<file path="config.mk">
export PLATFORM = sky130hd
export DESIGN_NAME = ifetch_unit_flat
export DESIGN_NICKNAME = d
export VERILOG_FILES = /design/src/rtl/ifetch_unit_if.sv /design/src/rtl/ifetch_unit.sv /design/src/flat_wrapper.sv
export SDC_FILE = /design/constraint.sdc
export NUM_CORES = 1
export LEC_CHECK = 0
export CORE_MARGIN = 2
export CORE_UTILIZATION = 25
export DETAILED_ROUTE_END_ITERATION = 8
export GPL_TIMING_DRIVEN = 1
export PLACE_DENSITY_LB_ADDON = 0.2
export SLEW_MARGIN = 10
export SYNTH_ARGS = -nofsm -noshare
export SYNTH_HDL_FRONTEND = slang
export SYNTH_SLANG_ARGS = --single-unit
</file>
<file path="constraint.sdc">
create_clock -name clk -period 9.2 [get_ports clk]
set_input_delay 1.84 -clock clk [delete_from_list [all_inputs] [get_ports clk]]
set_output_delay 1.84 -clock clk [all_outputs]
set_load 0.01 [all_outputs]
</file>
<file path="src/rtl/ifetch_unit_if.sv">
// Fetch-stage bus bundle: instruction-memory request/response, redirect and
// decode handshakes. The fetch unit connects as master, the environment
// (memory, branch unit, decode) connects as slave.
interface ifetch_unit_if;
  logic        imem_req_v_o;
  logic        imem_req_ready_i;
  logic [31:0] imem_addr_o;
  logic        imem_resp_v_i;
  logic [31:0] imem_resp_data_i;
  logic        imem_resp_err_i;
  logic        redirect_v_i;
  logic [31:0] redirect_pc_i;
  logic        dec_v_o;
  logic        dec_ready_i;
  logic [31:0] instr_o;
  logic [31:0] pc_o;
  logic        fetch_err_o;

  modport master (
    output imem_req_v_o, imem_addr_o, dec_v_o, instr_o, pc_o, fetch_err_o,
    input  imem_req_ready_i, imem_resp_v_i, imem_resp_data_i, imem_resp_err_i,
    input  redirect_v_i, redirect_pc_i, dec_ready_i
  );

  modport slave (
    input  imem_req_v_o, imem_addr_o, dec_v_o, instr_o, pc_o, fetch_err_o,
    output imem_req_ready_i, imem_resp_v_i, imem_resp_data_i, imem_resp_err_i,
    output redirect_v_i, redirect_pc_i, dec_ready_i
  );
endinterface

</file>
<file path="src/rtl/ifetch_unit.sv">
// Instruction fetch stage: owns the fetch PC, issues credit-limited word
// requests, tracks their PCs, queues returned words in order for decode and
// squashes queued/in-flight work on a redirect.
module ifetch_unit #(
  parameter logic [31:0] RESET_VECTOR = 32'h0000_0000,
  parameter int          QUEUE_DEPTH  = 4
) (
  input logic         clk,
  input logic         reset_n,
  ifetch_unit_if.master bus
);

  localparam int AW = (QUEUE_DEPTH > 1) ? $clog2(QUEUE_DEPTH) : 1;
  localparam int CW = AW + 1;

  localparam logic [0:0] ST_FETCH = 1'b0;
  localparam logic [0:0] ST_HALT  = 1'b1;

  // Architectural state
  logic [31:0]   fetch_pc_reg;
  logic [0:0]    state_reg;
  logic [CW-1:0] outst_reg;
  logic [CW-1:0] drop_reg;

  // PC FIFO of in-flight requests
  logic [31:0]   pcf_mem [QUEUE_DEPTH];
  logic [AW-1:0] pcf_wr_reg;
  logic [AW-1:0] pcf_rd_reg;

  // Instruction queue towards decode
  logic [31:0]   q_instr_mem [QUEUE_DEPTH];
  logic [31:0]   q_pc_mem    [QUEUE_DEPTH];
  logic          q_err_mem   [QUEUE_DEPTH];
  logic [AW-1:0] q_head_reg;
  logic [AW-1:0] q_tail_reg;
  logic [CW-1:0] q_count_reg;

  // Handshake / event decode
  logic        credit_ok;
  logic        req_v;
  logic        req_fire;
  logic        resp_take;
  logic        resp_drop;
  logic        push;
  logic        dec_v;
  logic        pop;
  logic        redirect;
  logic [31:0] resp_pc;

  // Event decode: credit check, request gating, response routing, decode pop
  always_comb begin
    redirect  = bus.redirect_v_i;
    credit_ok = ({1'b0, q_count_reg} + {1'b0, outst_reg}) < (CW + 1)'(QUEUE_DEPTH);
    req_v     = reset_n && (state_reg == ST_FETCH) && credit_ok && !redirect;
    req_fire  = req_v && bus.imem_req_ready_i;
    // A response with nothing outstanding cannot be matched to a PC; ignore it
    // rather than corrupt the PC FIFO.
    resp_take = bus.imem_resp_v_i && (outst_reg != '0);
    resp_drop = resp_take && (drop_reg != '0);
    push      = resp_take && (drop_reg == '0) && !redirect;
    dec_v     = reset_n && (q_count_reg != '0);
    pop       = dec_v && bus.dec_ready_i;
    resp_pc   = pcf_mem[pcf_rd_reg];
  end

  // Output drive; head fields are forced to zero whenever nothing is valid
  always_comb begin
    bus.imem_req_v_o = req_v;
    bus.imem_addr_o  = reset_n ? fetch_pc_reg : RESET_VECTOR;
    bus.dec_v_o      = dec_v;
    bus.instr_o      = dec_v ? q_instr_mem[q_head_reg] : 32'h0;
    bus.pc_o         = dec_v ? q_pc_mem[q_head_reg]    : 32'h0;
    bus.fetch_err_o  = dec_v ? q_err_mem[q_head_reg]   : 1'b0;
  end

  // Fetch PC, FSM, outstanding/drop counters and PC FIFO pointers
  always_ff @(posedge clk) begin
    if (!reset_n) begin
      fetch_pc_reg <= RESET_VECTOR;
      state_reg    <= ST_FETCH;
      outst_reg    <= '0;
      drop_reg     <= '0;
      pcf_wr_reg   <= '0;
      pcf_rd_reg   <= '0;
    end else begin
      if (redirect) begin
        fetch_pc_reg <= bus.redirect_pc_i & 32'hFFFF_FFFC;
      end else if (req_fire) begin
        fetch_pc_reg <= fetch_pc_reg + 32'd4;
      end

      outst_reg  <= outst_reg + CW'(req_fire) - CW'(resp_take);
      pcf_wr_reg <= pcf_wr_reg + AW'(req_fire);
      pcf_rd_reg <= pcf_rd_reg + AW'(resp_take);

      // Everything still in flight after this cycle belongs to the old stream
      if (redirect) begin
        drop_reg <= outst_reg - CW'(resp_take);
      end else if (resp_drop) begin
        drop_reg <= drop_reg - CW'(1);
      end

      if (redirect) begin
        state_reg <= ST_FETCH;
      end else if (push && bus.imem_resp_err_i) begin
        state_reg <= ST_HALT;
      end
    end
  end

  // Instruction queue pointers and occupancy; a redirect flushes everything
  always_ff @(posedge clk) begin
    if (!reset_n || redirect) begin
      q_head_reg  <= '0;
      q_tail_reg  <= '0;
      q_count_reg <= '0;
    end else begin
      q_tail_reg  <= q_tail_reg + AW'(push);
      q_head_reg  <= q_head_reg + AW'(pop);
      q_count_reg <= q_count_reg + CW'(push) - CW'(pop);
    end
  end

  // Record the PC of each accepted request
  always_ff @(posedge clk) begin
    if (req_fire) begin
      pcf_mem[pcf_wr_reg] <= fetch_pc_reg;
    end
  end

  // Store returned words with their PC and fault flag
  always_ff @(posedge clk) begin
    if (push) begin
      q_instr_mem[q_tail_reg] <= bus.imem_resp_data_i;
      q_pc_mem[q_tail_reg]    <= resp_pc;
      q_err_mem[q_tail_reg]   <= bus.imem_resp_err_i;
    end
  end

endmodule

</file>
<file path="src/flat_wrapper.sv">
// flat-port wrapper written by rule: the top's interface ports become plain ports
module ifetch_unit_flat 
#(
  parameter logic [31:0] RESET_VECTOR = 32'h0000_0000,
  parameter int          QUEUE_DEPTH  = 4
)
  (clk, reset_n, bus_imem_req_v_o, bus_imem_addr_o, bus_dec_v_o, bus_instr_o, bus_pc_o, bus_fetch_err_o, bus_imem_req_ready_i, bus_imem_resp_v_i, bus_imem_resp_data_i, bus_imem_resp_err_i, bus_redirect_v_i, bus_redirect_pc_i, bus_dec_ready_i);
  ifetch_unit_if bus_i ();
  input logic clk;
  input logic reset_n;
  output wire logic [$bits(bus_i.imem_req_v_o)-1:0] bus_imem_req_v_o;
  output wire logic [$bits(bus_i.imem_addr_o)-1:0] bus_imem_addr_o;
  output wire logic [$bits(bus_i.dec_v_o)-1:0] bus_dec_v_o;
  output wire logic [$bits(bus_i.instr_o)-1:0] bus_instr_o;
  output wire logic [$bits(bus_i.pc_o)-1:0] bus_pc_o;
  output wire logic [$bits(bus_i.fetch_err_o)-1:0] bus_fetch_err_o;
  input wire logic [$bits(bus_i.imem_req_ready_i)-1:0] bus_imem_req_ready_i;
  input wire logic [$bits(bus_i.imem_resp_v_i)-1:0] bus_imem_resp_v_i;
  input wire logic [$bits(bus_i.imem_resp_data_i)-1:0] bus_imem_resp_data_i;
  input wire logic [$bits(bus_i.imem_resp_err_i)-1:0] bus_imem_resp_err_i;
  input wire logic [$bits(bus_i.redirect_v_i)-1:0] bus_redirect_v_i;
  input wire logic [$bits(bus_i.redirect_pc_i)-1:0] bus_redirect_pc_i;
  input wire logic [$bits(bus_i.dec_ready_i)-1:0] bus_dec_ready_i;
  assign bus_imem_req_v_o = bus_i.imem_req_v_o;
  assign bus_imem_addr_o = bus_i.imem_addr_o;
  assign bus_dec_v_o = bus_i.dec_v_o;
  assign bus_instr_o = bus_i.instr_o;
  assign bus_pc_o = bus_i.pc_o;
  assign bus_fetch_err_o = bus_i.fetch_err_o;
  assign bus_i.imem_req_ready_i = bus_imem_req_ready_i;
  assign bus_i.imem_resp_v_i = bus_imem_resp_v_i;
  assign bus_i.imem_resp_data_i = bus_imem_resp_data_i;
  assign bus_i.imem_resp_err_i = bus_imem_resp_err_i;
  assign bus_i.redirect_v_i = bus_redirect_v_i;
  assign bus_i.redirect_pc_i = bus_redirect_pc_i;
  assign bus_i.dec_ready_i = bus_dec_ready_i;
  ifetch_unit #(.RESET_VECTOR(RESET_VECTOR), .QUEUE_DEPTH(QUEUE_DEPTH)) u_core (.clk(clk), .reset_n(reset_n), .bus(bus_i));
endmodule
</file>
# Yosys cells after proc, flatten, opt, wreduce, memory -nomap -nowiden
# Memories as Yosys holds them, arrays and structs flattened. A register that Yosys moved wholly into a read port is not among the register bits.
# Cells that the tools add are included.
word_totals:
  ram_bits: 388
  mem_count: 4
  in_bits: 71
  regBits: 50
  output_inout_bits: 99
  wordCells: 66
memory_table:
  columns: ["name", "words", "word_bits", "read_ports", "rd_ports_with_merged_regs", "wr", "line", "rtl"]
  rows:
  - ["u_core.pcf_mem", 4, 32, 1, 1, 1, "ifetch_unit.sv:26", "logic [31:0] pcf_mem [QUEUE_DEPTH];"]
  - ["u_core.q_instr_mem", 4, 32, 1, 1, 1, "ifetch_unit.sv:31", "logic [31:0] q_instr_mem [QUEUE_DEPTH];"]
  - ["u_core.q_pc_mem", 4, 32, 1, 1, 1, "ifetch_unit.sv:32", "logic [31:0] q_pc_mem [QUEUE_DEPTH];"]
  - ["u_core.q_err_mem", 4, 1, 1, 1, 1, "ifetch_unit.sv:33", "logic q_err_mem [QUEUE_DEPTH];"]
classes:
  reduce_logical: 21
  magnitude_cmp: 1
  mux: 16
  bitwise_logic: 2
  add_sub_neg: 12
ops:
  columns: ["operator", "count"]
  rows:
  - ["32-bit 2-to-1 mux", 5]
  - ["32-bit by 3-bit adder with 32-bit output (second input constant)", 1]
  - ["1-bit logical AND", 11]
  - ["3-bit nonzero test", 3]
  - ["3-bit by 1-bit subtractor with 3-bit output", 3]
  - ["2-bit by 1-bit adder with 2-bit output", 4]
  - ["2-bit 2-to-1 mux", 4]
  - ["3-bit by 1-bit adder with 3-bit output", 2]
  - ["3-bit 2-to-1 mux", 2]
  - ["1-bit 2-to-1 mux", 5]
  - ["3-bit by 3-bit adder with 4-bit output", 1]
  - ["4-bit by 3-bit < comparator with 1-bit output (second input constant)", 1]
  - ["2-bit nonzero test", 2]
  - ["3-bit zero test", 1]
  - ["3-bit by 1-bit subtractor with 3-bit output (second input constant)", 1]
  - ["1-bit zero test", 2]
  - ["1-bit inverter", 2]
  - ["2-bit OR reduction", 1]
  - ["1-bit logical OR", 1]

# Depth between registers and ports, before layout
# Gate-level depths: netlist (run 1).
logic_depth:
  depth_word: 7
  ltp_mapped: 11
  depth_no_buf: 9

# Worst setup path before layout (run 1)
# No wires, ideal clock.
synth_path:
  path_type: "input to register"
  startpoint: "in bus_redirect_v_i"
  endpoint: "mem u_core.q_err_mem[0], enable pin"
  setup_time_ns: 0.576
  required_time_ns: 8.624
  arrival_time_ns: 7.406
  slack_ns: 1.217
  cell_stages: 3
  n_path_buf: 1
  path_cell_list: "clkbuf_1 -> nor4b_1 -> nor3b_1"
synth_between:
  elab_chain_len: 4
synth_lines:
  columns: ["item", "line", "rtl"]
  rows:
  - ["start, declared", "flat_wrapper.sv:21", "input wire logic [$bits(bus_i.redirect_v_i)-1:0] bus_redirect_v_i;"]
  - ["1-bit zero test", "ifetch_unit.sv:60", "push = resp_take && (drop_reg == '0) && !redirect;"]
  - ["1-bit logical AND", "ifetch_unit.sv:60", null]
  - ["1-bit 2-to-1 mux", "ifetch_unit.sv:133", "if (push) begin"]
  - ["1-bit 2-to-1 mux (not written as such)", "ifetch_unit.sv:136", "q_err_mem[q_tail_reg] <= bus.imem_resp_err_i;"]
  - ["end, declared", "ifetch_unit.sv:33", null]
# Every way passes these cells.

# Worst setup path in the final report (run 1)
layout_path:
  startpoint: "in reset_n"
  endpoint: "out bus_pc_o[27]"
layout_between:
  elab_chain_len: 2
layout_lines:
  columns: ["item", "line", "rtl"]
  rows:
  - ["start, declared", "flat_wrapper.sv:10", "input logic reset_n;"]
  - ["1-bit logical AND", "ifetch_unit.sv:61", "dec_v = reset_n && (q_count_reg != '0);"]
  - ["32-bit 2-to-1 mux", "ifetch_unit.sv:72", "bus.pc_o = dec_v ? q_pc_mem[q_head_reg] : 32'h0;"]
  - ["end, declared", "flat_wrapper.sv:15", "output wire logic [$bits(bus_i.pc_o)-1:0] bus_pc_o;"]
# Every way passes these cells.

==> results of run 1 <==
[worst max path at each step]
stage	startpoint	endpoint	slack (ns)	cells after the start
after floorplan	bus_redirect_v_i	u_core.q_err_mem[0]	1.22	3
after global placement	reset_n	bus_instr_o[9]	2.75	7
after detailed placement	reset_n	bus_instr_o[31]	2.67	7
after CTS	reset_n	bus_instr_o[9]	2.67	7
after global routing	reset_n	bus_pc_o[23]	2.43	7
final	reset_n	bus_pc_o[27]	2.81	7
[critical path, delay by kind of cell]
kind	cells	cell delay, ns
buffers and inverters	5	2.04
AND/OR/NAND/NOR	2	0.61
[cell type report]
cell class / count / area (um2) / area share, %
Sequential cell: 420 / 12100 / 58.0
Multi-Input combinational cell: 446 / 4370 / 20.9
Timing Repair Buffer: 180 / 1750 / 8.38
Clock buffer: 54 / 1200 / 5.75
Tap cell: 864 / 1080 / 5.17
Clock inverter: 31 / 285 / 1.36
Inverter: 23 / 86.3 / 0.413
Antenna cell: 2 / 5.00 / 0.0239
[where the power goes]
group | internal, mW | switching [mW] | total [mW]
clock | 1.05 | 0.761 | 1.81
combinational | 0.216 | 0.237 | 0.453
sequential | 2.20 | 0.0617 | 2.26
[metal layers]
| layer | vias up | global-route usage, % | part of all wire [%] |
|---|---|---|---|
| li1 | 4042 | - | - |
| met1 | 4515 | 15.7 | 46 |
| met2 | 199 | 18.5 | 47 |
| met3 | 61 | 2.59 | 4.5 |
| met4 | 0 | 3.62 | 2.4 |
| met5 | - | 0 | 0 |
[synthesized netlist by cell type (2+ instances only)]
library cell  number  area, um2
edfxtp_1         372      11200
and2_1            97        607
mux4_2            93       2090
dfxtp_1           48        961
nand2_1           37        139
nor2_1            31        116
clkbuf_1          28        105
a21oi_1           24        120
o21ai_0           23        115
inv_1             22       82.6
nand3_1           21        105
ha_1              15        188
xnor2_1           14        123
nand4_1           13       81.3
buf_2              9       45.0
xor2_1             9       78.8
nor3_1             8       40.0
and3_1             7       43.8
buf_1              7       26.3
a31oi_1            6       37.5
buf_4              4       30.0
nor3b_1            3       22.5
nor4b_1            3       26.3
o31ai_1            3       22.5
or4_1              3       22.5
a211oi_1           2       15.0
a22o_1             2       17.5
a32oi_1            2       17.5
fa_1               2       40.0
mux2_2             2       22.5
nor4_4             2       42.5
o211ai_1           2       15.0
o311ai_0           2       17.5
[kinds of logic (layout without fill, tap and decap cells)]
kind of cell	Yosys count	in the layout	synth area share, %
buf+inv	71	288	1.75
xor+xnor	23	23	1.20
simple gates	233	233	7.86
mux	95	95	12.6
compound gates	74	74	2.68
other cells	1	6	0.0224
fa+ha+maj	17	17	1.36
flops	420	420	72.5
[stage by stage]
stage / power (mW) / hold slack [ns]
floorplan: 2.57 / 0.473
global placement: 2.76 / 0.498
detailed placement: 2.77 / 0.494
CTS: 4.62 / 0.510
global route: 4.73 / 0.555
finish: 4.53 / 0.503
==> flow_summary.toml, run 1 <==
[status]
status = "completed"

[floorplan]
die_area_mm2 = 0.0690
ios = 170
initial_utilization_pct = 25.4
coreArea_mm2 = 0.0660
rows = 94
die_w_um = 263
die_h_um = 263

[layout]
regMostFlops = "u_core.q_instr_mem"
largest_register_ffs = 128
nets = 1206
areaGrowthSynthToFinish_pct = 25.0
n_fill_cell = 6443
drive_above_1_share_pct = 17.1
final_core_util_pct = 31.7
final_cell_area_mm2 = 0.0209
mostFrequentLayoutCell = "edfxtp_1"
final_cell_mix = "edfxtp_1, clkdlybuf4s50_1, and2_1"
fin_cells = 2020
largestRegisters = "u_core.q_instr_mem (128), u_core.pcf_mem (120), u_core.q_pc_mem (120)"

[setup_path]
start_kind = "input pin"
max_stage_delay_ns = 0.67
cp_common_cell = "buf_4"
r2r-start = "u_core.outst_reg[2]"
worstPathArrival_ns = 4.55
r2r_slack_ns = 5.77
crit_type = "in2out"
end_kind = "output port"
crit_chain = "buf_2 > inv_1 > buf_4 > nor2_4 > buf_4 > and2_1 > clkdlybuf4s50_1"
slowest_stage = "buf_2"
r2r_cells = 5
crit_fanout = 53
r2r_end = "u_core.pcf_mem[3][25]"
crit_required_ns = 7.36

[synth]
async_flop_share_pct = 0
seq_area_frac_synth_pct = 72.5
synth_top_flop_cell = "edfxtp_1"
synth_cells = 934
synth-seq-cells = 420
synth_edf_count = 372
syn_area_per_cell_um2 = 17.9
yosysWarningCount = 0
syn_area_mm2 = 0.0167
yosysUniqueCellTypes = 51

[sta]
relSlewSlack_pct = 33.8
finalSetupViolations = 0
finClkSkew_ns = 0.0104
fin_crit_ns = 6.39
worst_pin_slew_ns = 0.994
rsz0062_at_grt = "false"
max_freq_mhz = 156
hold_violations = 0
finalMaxSlewViolations = 0
period_share_pct = 69.5
finalSetupTns_ns = 0
final.setup.worst_slack_ns = 2.81

[route]
drt_iter0_drc = 577
drt_wl_total_um = 39900
drc_errors = 0
antenna_left = 0
via_per_inst = 4.36
wl_per_cell_um = 19.7
first_pass_iters = 5
vias = 8817

[min_path]
holdPathEnd = "u_core.drop_reg[1]"
worstHoldPathCells = 2
min_path_type = "reg2reg"
min-delay-start = "u_core.drop_reg[1]"

[cts]
cts_tree = "built"
ctsHoldBuffers = 0
htreeDepth = 2
cts_buffer_depth = 3
cts_root_buf = "clkbuf_16"
postCtsSetupBuffers = 0
cts_resized = 0
cts_buffers = 47
cts_sinks = 420
clkSlewWorstSetupHoldPaths_ns = 0.06
clk_latency_ns = 0.58

[place]
place_congestion = 0.707
dp_hpwl_um = 24200
dp_slack_ns = 2.67
placed_cell_area_mm2 = 0.0194
dp.cells = 1933
portBuffers = 163

[global_route]
grt.total_usage_pct = 11.6
antenna_found_initial = 2
grt_pass1_vias = 9278
grt_overflow = 0
grt_start_max_net_pins = 54
grt_pass1_wl_um = 60300

[power_and_ir_drop]
powerDensity_mw_per_mm2 = 216
p_leak_nw = 6.56
vdd_ir_drop_max_uv = 113

[run]
drv_cap = 0
(Power assumes the default switching activity.)
==> run 2: changes to the inputs <==
==> constraint.sdc (replaced) <==
create_clock -name clk -period 5.5 [get_ports clk]
set_input_delay 1.1 -clock clk [delete_from_list [all_inputs] [get_ports clk]]
set_output_delay 1.1 -clock clk [all_outputs]
set_load 0.01 [all_outputs]
==> run 2 against run 1 <==
Effect of this change: clock skew is essentially flat; clock power increased by 61%; non-clock buffer count rose by 10; die area stayed put; power grew 65%; sequential share of layout area down 0.13 points; sequential power increased by 67%; critical path depth is 3 lower; flip-flop and latch count stayed put; final cell count grew 0.25%; register-to-register slack got worse by 3.1 ns; first-iteration DRC count decreased by 9.4%; critical path type is now reg2out; largest cell class unchanged.
==> flow_summary.toml, run 2 (synthesis results as in run 1) <==
[status]
status = "completed"

[setup_path]
r2r-start = "u_core.outst_reg[2]"
crit_required_ns = 4.40
slowest_stage = "dfxtp_4"
critical-path-top-delay-family = "buffers and inverters"
end_kind = "output port"
crit_chain = "buf_4 > mux4_2 > and2_1 > clkdlybuf4s50_1"
start_kind = "register"
cp_num_buf_inv = 2
crit_end = "bus_pc_o[6]"
cp.depth = 4
r2r_end = "u_core.pcf_mem[2][21]"
crit_type = "reg2out"
max_stage_delay_ns = 0.84
worstPathArrival_ns = 3.10
r2r_slack_ns = 2.65
cp-startpoint = "u_core.q_head_reg[0]"
r2r_cells = 8
crit_fanout = 34

[cts]
cts_buffer_depth = 3
postCtsSetupBuffers = 0
htreeDepth = 2
cts_buffers = 46
cts_sinks = 420
cts_resized = 0
cts_tree = "built"
cts_root_buf = "clkbuf_16"
ctsHoldBuffers = 0
clkSlewWorstSetupHoldPaths_ns = 0.06
clk_latency_ns = 0.57

[sta]
final.setup.worst_slack_ns = 1.30
finClkSkew_ns = 0.0105
max_freq_mhz = 238
hold_violations = 0
fin_crit_ns = 4.20
relSlewSlack_pct = 35.8
period_share_pct = 76.4
finalSetupTns_ns = 0
finalSetupViolations = 0
finalMaxSlewViolations = 0
worst_pin_slew_ns = 0.963
rsz0062_at_grt = "false"

[layout]
regMostFlops = "u_core.q_instr_mem"
final_cell_mix = "edfxtp_1, clkdlybuf4s50_1, and2_1"
drive_above_1_share_pct = 17.8
areaGrowthSynthToFinish_pct = 25.3
nets = 1215
n_fill_cell = 6375
largest_register_ffs = 128
mostFrequentLayoutCell = "edfxtp_1"
largestRegisters = "u_core.q_instr_mem (128), u_core.pcf_mem (120), u_core.q_pc_mem (120)"

[route]
drt_iter0_drc = 523
via_per_inst = 4.35
drt_wl_total_um = 39600
vias = 8807
dr_wl_met3_um = 1810
met2_length_um = 18600
wl_met1_um = 18500
drc_errors = 0
first_pass_iters = 6
antenna_left = 0
top_layer_used = "met4"
wl_per_cell_um = 19.6

[place]
place_congestion = 0.749
dp_hpwl_um = 24700
portBuffers = 163
dp_slack_ns = 1.43

[power_and_ir_drop]
vdd_ir_drop_max_uv = 203
p_leak_nw = 6.59
powerDensity_mw_per_mm2 = 356

[global_route]
grt_pass1_wl_um = 59800
antenna_found_initial = 3
grt_start_max_net_pins = 66
grt.total_usage_pct = 11.4
grt_pass1_vias = 9217
grt_overflow = 0

[floorplan]
ios = 170
rows = 94
die_h_um = 263
die_area_mm2 = 0.0690
initial_utilization_pct = 25.4
die_w_um = 263
coreArea_mm2 = 0.0660

[min_path]
min_path_type = "reg2reg"
min-delay-start = "u_core.drop_reg[1]"

[run]
drv_cap = 0
[run 2: area by class of cell]
cell class / count / area, um2 / share of cell area, %
Multi-Input combinational cell: 446 / 4380 / 20.9
Antenna cell: 1 / 2.50 / 0.0119
Clock inverter: 26 / 224 / 1.07
Inverter: 23 / 86.3 / 0.412
Tap cell: 864 / 1080 / 5.15
Clock buffer: 55 / 1180 / 5.65
Timing Repair Buffer: 190 / 1880 / 8.96
Sequential cell: 420 / 12100 / 57.9
[run 2: through the flow]
step | instance area, um2 | utilization (%) | std cells | hold slack (ns) | total power, mW
2_1_floorplan | 16800 | - | 937 | 0.473 | 4.30
3_3_place_gp | 19600 | 29.7 | 1943 | 0.498 | 4.63
3_5_place_dp | 19600 | 29.7 | 1943 | 0.495 | 4.64
4_1_cts | 21000 | 31.8 | 2024 | 0.510 | 7.62
5_1_grt | 21000 | 31.8 | 2024 | 0.548 | 7.80
6_report | 21000 | 31.8 | 2025 | 0.505 | 7.47
[run 2: worst register-to-register path, stage by stage, from the launching register on]
cell and delay [ns]:
dfxtp_1 0.43, ha_1 0.30, nor4_4 0.35, nand4_2 0.14, buf_4 0.23, inv_2 0.37, nand2_1 0.14, nor2_2 0.09
buf_4 0.44
[run 2: power by group]
part	leakage, nW	switching (mW)	internal [mW]
registers	3.76	0.107	3.68
clock network	0.682	1.25	1.68
logic	2.14	0.390	0.371
[run 2: worst min-delay path by stage]
stage | end | cells after the start
floorplan | u_core.drop_reg[1] | 2
global placement | u_core.drop_reg[1] | 2
detailed placement | u_core.drop_reg[1] | 2
CTS | u_core.drop_reg[1] | 2
global route | u_core.drop_reg[1] | 2
finish | u_core.drop_reg[1] | 2
[run 2: metal layers]
metal / up-vias / global-route usage [%]
met3: 52 / 2.53
met4: 0 / 3.06
li1: 4059 / -
met2: 198 / 18.4
met5: - / 0
met1: 4498 / 15.6
